## config.mk

```make
export PLATFORM = sky130hd
export DESIGN_NAME = vxe_txnreq_mux_coder
export DESIGN_NICKNAME = d
export VERILOG_FILES = /design/src/rtl/vxe_txn_pkg.sv /design/src/rtl/vxe_txnreq_rr_arb.sv /design/src/rtl/vxe_txnreq_mux_coder.sv
export SDC_FILE = /design/constraint.sdc
export NUM_CORES = 1
export LEC_CHECK = 0
export CAP_MARGIN = 20
export CORE_MARGIN = 2
export CORE_UTILIZATION = 40
export DETAILED_ROUTE_END_ITERATION = 8
export GPL_TIMING_DRIVEN = 0
export PLACE_DENSITY = 0.71
export SYNTH_ARGS = -nofsm -noshare
export SYNTH_HDL_FRONTEND = slang
export SYNTH_SLANG_ARGS = --single-unit
```

## constraint.sdc

```tcl
create_clock -name clk -period 34.8 [get_ports clk]
set_input_delay 6.96 -clock clk [delete_from_list [all_inputs] [get_ports clk]]
set_output_delay 6.96 -clock clk [all_outputs]
set_load 0.01 [all_outputs]
```

## src/rtl/vxe_txn_pkg.sv

```systemverilog
// Shared widths and field layout for the VxE request-transaction vectors.
// The txn vector is {txnid, rnw, addr} with addr in the low bits.
package vxe_txn_pkg;

  localparam int TXNID_W_DEF = 6;
  localparam int ADDR_W_DEF  = 37;
  localparam int DATA_W_DEF  = 64;

  function automatic int txn_w(input int txnid_w, input int addr_w);
    return txnid_w + 1 + addr_w;
  endfunction

  function automatic int dat_w(input int data_w);
    return data_w / 8 + data_w;
  endfunction

  function automatic int rnw_pos(input int addr_w);
    return addr_w;
  endfunction

  function automatic int txnid_lsb(input int addr_w);
    return addr_w + 1;
  endfunction

  function automatic int ch_w(input int nch);
    return (nch > 1) ? $clog2(nch) : 1;
  endfunction

endpackage

```

## src/rtl/vxe_txnreq_rr_arb.sv

```systemverilog
// NCH-way round-robin arbiter; ptr names the highest-priority channel and
// moves just past the winner whenever the grant is actually taken (i_adv).
module vxe_txnreq_rr_arb
  import vxe_txn_pkg::*;
#(
  parameter int NCH = 2
) (
  input  logic                   clk,
  input  logic                   rst,
  input  logic [NCH-1:0]         i_req,
  input  logic                   i_adv,
  output logic [NCH-1:0]         o_grant,
  output logic [ch_w(NCH)-1:0]   o_gidx
);

  localparam int IW = ch_w(NCH);

  logic [IW-1:0] ptr;
  logic          found;

  // Two passes avoid modulo indexing: channels at/after ptr first, then the wrap.
  always_comb begin
    o_grant = '0;
    o_gidx  = '0;
    found   = 1'b0;
    for (int c = 0; c < NCH; c++) begin
      if (!found && (c >= int'(ptr)) && i_req[c]) begin
        found      = 1'b1;
        o_grant[c] = 1'b1;
        o_gidx     = IW'(c);
      end
    end
    for (int c = 0; c < NCH; c++) begin
      if (!found && (c < int'(ptr)) && i_req[c]) begin
        found      = 1'b1;
        o_grant[c] = 1'b1;
        o_gidx     = IW'(c);
      end
    end
  end

  always_ff @(posedge clk or posedge rst) begin
    if (rst) begin
      ptr <= '0;
    end else if (i_adv) begin
      ptr <= (o_gidx == IW'(NCH - 1)) ? '0 : o_gidx + 1'b1;
    end
  end

endmodule

```

## src/rtl/vxe_txnreq_mux_coder.sv

```systemverilog
// Merges NCH request channels through a round-robin arbiter, encodes the
// winner into txn/dat vectors and buffers them in a DEPTH-entry FIFO.
module vxe_txnreq_mux_coder
  import vxe_txn_pkg::*;
#(
  parameter int NCH     = 2,
  parameter int TXNID_W = TXNID_W_DEF,
  parameter int ADDR_W  = ADDR_W_DEF,
  parameter int DATA_W  = DATA_W_DEF,
  parameter int DEPTH   = 2
) (
  input  logic                                clk,
  input  logic                                rst,
  input  logic [NCH-1:0]                      i_vld,
  output logic [NCH-1:0]                      o_rdy,
  input  logic [NCH*TXNID_W-1:0]              i_txnid,
  input  logic [NCH-1:0]                      i_rnw,
  input  logic [NCH*ADDR_W-1:0]               i_addr,
  input  logic [NCH*DATA_W-1:0]               i_data,
  input  logic [NCH*(DATA_W/8)-1:0]           i_ben,
  output logic                                o_vld,
  input  logic                                i_rdy,
  output logic [txn_w(TXNID_W, ADDR_W)-1:0]   o_req_vec_txn,
  output logic [dat_w(DATA_W)-1:0]            o_req_vec_dat,
  output logic [ch_w(NCH)-1:0]                o_ch,
  output logic [$clog2(DEPTH):0]              o_count
);

  localparam int BEN_W     = DATA_W / 8;
  localparam int TW        = txn_w(TXNID_W, ADDR_W);
  localparam int DW        = dat_w(DATA_W);
  localparam int CW        = ch_w(NCH);
  localparam int AW        = $clog2(DEPTH);
  localparam int RNW_POS   = rnw_pos(ADDR_W);
  localparam int TXNID_LSB = txnid_lsb(ADDR_W);

  logic [NCH-1:0]     grant;
  logic [CW-1:0]      gidx;
  logic               full;
  logic               empty;
  logic               push;
  logic               pop;
  logic [AW-1:0]      wp;
  logic [AW-1:0]      rp;
  logic [AW:0]        count;

  logic [TXNID_W-1:0] sel_txnid;
  logic               sel_rnw;
  logic [ADDR_W-1:0]  sel_addr;
  logic [DATA_W-1:0]  sel_data;
  logic [BEN_W-1:0]   sel_ben;
  logic [TW-1:0]      txn_in;
  logic [DW-1:0]      dat_in;

  logic [TW-1:0]      txn_mem [DEPTH];
  logic [DW-1:0]      dat_mem [DEPTH];
  logic [CW-1:0]      ch_mem  [DEPTH];

  vxe_txnreq_rr_arb #(.NCH(NCH)) u_arb (
    .clk     (clk),
    .rst     (rst),
    .i_req   (i_vld),
    .i_adv   (push),
    .o_grant (grant),
    .o_gidx  (gidx)
  );

  assign full  = (count == (AW + 1)'(DEPTH));
  assign empty = (count == '0);
  // No pass-through when full, and nothing is accepted while reset is held.
  assign o_rdy = grant & {NCH{~full & ~rst}};
  assign push  = |o_rdy;
  assign pop   = o_vld & i_rdy;

  always_comb begin
    sel_txnid = '0;
    sel_rnw   = 1'b0;
    sel_addr  = '0;
    sel_data  = '0;
    sel_ben   = '0;
    for (int c = 0; c < NCH; c++) begin
      if (grant[c]) begin
        sel_txnid = i_txnid[c*TXNID_W +: TXNID_W];
        sel_rnw   = i_rnw[c];
        sel_addr  = i_addr[c*ADDR_W +: ADDR_W];
        sel_data  = i_data[c*DATA_W +: DATA_W];
        sel_ben   = i_ben[c*BEN_W +: BEN_W];
      end
    end
  end

  always_comb begin
    txn_in                   = '0;
    txn_in[ADDR_W-1:0]       = sel_addr;
    txn_in[RNW_POS]          = sel_rnw;
    txn_in[TW-1:TXNID_LSB]   = sel_txnid;
    dat_in                   = sel_rnw ? '0 : {sel_ben, sel_data};
  end

  always_ff @(posedge clk) begin
    if (push) begin
      txn_mem[wp] <= txn_in;
      dat_mem[wp] <= dat_in;
      ch_mem[wp]  <= gidx;
    end
  end

  always_ff @(posedge clk or posedge rst) begin
    if (rst) begin
      wp    <= '0;
      rp    <= '0;
      count <= '0;
    end else begin
      if (push) wp <= wp + 1'b1;
      if (pop)  rp <= rp + 1'b1;
      unique case ({push, pop})
        2'b10:   count <= count + 1'b1;
        2'b01:   count <= count - 1'b1;
        default: count <= count;
      endcase
    end
  end

  assign o_vld         = ~empty;
  assign o_count       = count;
  assign o_req_vec_txn = empty ? '0 : txn_mem[rp];
  assign o_req_vec_dat = empty ? '0 : dat_mem[rp];
  assign o_ch          = empty ? '0 : ch_mem[rp];

endmodule

```

==> impl_results.md <==
* PD cells at 77.1 nW/um^2
* Vias in the first global route at 8,005
* RSZ-0062 raised after global routing: no
* Antenna-violating nets left at 0
* HPWL Detailed at 22,400 um
* CTS tree: built
* Gpl congestion at 0.778
* CTS Root Cell: clkbuf_16
* Initial Utilization at 0.404
* Share of layout cells above drive strength 1 at 0.137
* Startpoint Class: input port
* Synth Net Count at 992
* Clock skew at 0.00865 ns
* First-pass GRT wire length at 44,400 um
* # H-tree levels at 1
* Yosys cell types at 27
* Hold Path Class: reg2reg
* Largest net degree at the start of global routing at 64
* Warnings from Yosys at 0
* Initial antenna violation count at 0
* Post-Route WL at 30,300 um
* Layout Utilization at 0.591
* Met3 routed WL at 2860 um
* Arr. time, crit path at 9.08 ns
* Clk Latency, worst-skew pair at 0.51 ns
* Leakage power total at 0.00580 uW
* Slew @ Worst Pin at 0.824 ns
* Nets at 1,395
* Core area at 26,700 sq um
* Status: completed
* Total I/O pin count at 359
* Num Clock Sinks at 239
* Clock slew at reported path FFs at 0.06 ns
* Max Transition Viols Final at 0
* Maximum clock path buffer count at 3
* WHS at 0.517 ns
* Synth top area share at 0.651
* Total grt overflow at 0
* Number of CTS-inserted buffers at 24
* Die ar. at 28,300 sq um
* Pre-antenna DRT Iters at 5
* Synth area leaders: edfxtp_1 65%, mux2i_1 11%, a32oi_1 5.8%, nor2_1 4.3%, nor2_2 4.0%
* Detail-routed via count per cell at 5.15
* Die X-Extent at 168 um
* Crit path kind: in2out
* CP Max Fanout at 10
* Post-synthesis sequential area ratio at 0.662
* Post-CTS setup buffer count at 0
* Mapped Avg Cell Area at 14.3 sq um
* Final hold viol count at 0
* Final Cycle Share at 0.461
* Maximum VDD drop at 0.0000413 V
* Max cap viols at 0
* Synth area leader: edfxtp_1
* CP required at 27.84 ns
* Area growth from synthesis to layout at 46.2%
* Final setup fails at 0
* Met2 Wirelength at 15,300 um
* Top Layer Used: met4
* # rows at 60
* FF+latch count, synth at 239
* Post-CTS Resized at 0
* I/O Buffers at 358
* CP endpoint kind: output pin
* Ant diodes at 0
* Cells after synthesis at 754
* Total number of vias at 7,785
* Met1 WL at 11,600 um
* # DRC at 0
* Worst slew margin at 0.450
* Maximum clock frequency at 62.4 MHz
* Wirelength per Cell at 20.0 um
* Worst hold stages at 1
* Fin crit period at 16.04 ns
* Setup TNS at 0 ns
* Die height at 168 um
* Mapped cell area at 10,800 sq um
* Reg2reg path depth at 4
* Hold buffer count at CTS at 0
* GRT Resource Usage Total at 0.205
* Number of DRC markers in iteration 0 at 393
[cell usage after synthesis]
library cell	number
buf_2	25
xnor2_1	2
inv_1	3
buf_12	5
nor4_1	1
nor2_2	69
nor2b_1	1
a32oi_1	72
a21boi_1	1
mux2i_1	117
a31oi_1	2
ha_1	1
nor3_1	1
buf_1	2
nor2_1	124
xor2_1	3
buf_6	4
buf_4	2
and2_1	4
nand2b_4	1
a22o_1	43
edfxtp_1	234
dfrtp_1	5
nand2b_1	1
and3_1	1
clkbuf_1	29
a32o_1	1
[final cells by class]
class                           count  area, sq um
Buffer                             67          402
Clock buffer                       29          641
Clock inverter                     12          161
Fill cell                        2211        10900
Inverter                            3         11.3
Multi-Input combinational cell    445         3240
Sequential cell                   239         7150
Tap cell                          341          427
Timing Repair Buffer              377         3750
[worst max-delay path, stage by stage]
cell and delay [ns]:
clkdlybuf4s50_1 0.57, a21boi_1 0.18, buf_4 0.23, buf_2 0.35, and3_1 0.20, clkdlybuf4s50_1 0.58
[registers in the layout, indices dropped and copies added, names as in the netlist]
signal	count
wp	1
ch_mem	2
dat_mem	144
txn_mem	88
u_arb.ptr	1
o_count	2
rp	1
[power by group]
group          leakage [uW]  internal, uW  total [uW]  switching, uW
Combinational       0.00316           262         544            282
Sequential          0.00226           394         409           14.9
Clock              0.000388           160         264            104
[kinds of logic after synthesis]
logic type | synth area share
xor+xnor | 0.00406
buf+inv | 0.0382
flops | 0.662
mux | 0.108
fa+ha+maj | 0.00116
compound gates | 0.0961
simple gates | 0.0895
[worst paths after layout]
kind / startpoint / end / slack (ns)
worst max-delay path: i_vld[0] / o_rdy[0] / 18.76
worst min-delay path: u_arb.ptr / u_arb.ptr / 0.52
worst max register to register: o_count[1] / txn_mem[1][6] / 32.31
worst min register to register: u_arb.ptr / u_arb.ptr / 0.52
max in group asynchronous: rst / u_arb.ptr / 27.83
min in group asynchronous: rst / wp / 6.78
[stage by stage]
| stage | std cells | cell area (sq um) | setup slack (ns) | total power, uW |
|---|---|---|---|---|
| global route | 1513 | 15800 | 18.58 | 1280 |
| detailed placement | 1471 | 15000 | 18.75 | 963 |
| global placement | 1453 | 14800 | 8.68 | 969 |
| CTS | 1512 | 15800 | 18.74 | 1230 |
| finish | 1513 | 15800 | 18.76 | 1220 |
| floorplan | 754 | 10800 | 15.59 | 695 |
[cells in the final DEF, fill, tap and decap left out, types with 4 or more instances in the layout]
cell type        count
dfrtp_1              5
a22o_1              43
buf_4               18
clkdlybuf4s50_1    358
nor2_1             124
edfxtp_1           234
buf_6                6
mux2i_1            117
clkbuf_16           25
buf_12               5
bufinv_16            4
a32oi_1             72
buf_2               25
clkbuf_1            33
clkinv_1             4
nor2_2              69
[per-layer routing]
metal	up-vias	GRT usage
met1	3735	0.234
met4	0	0.0499
met3	40	0.0663
met2	306	0.374
li1	3704	-
met5	-	0
No activity file was read; power rests on OpenSTA's default activity.
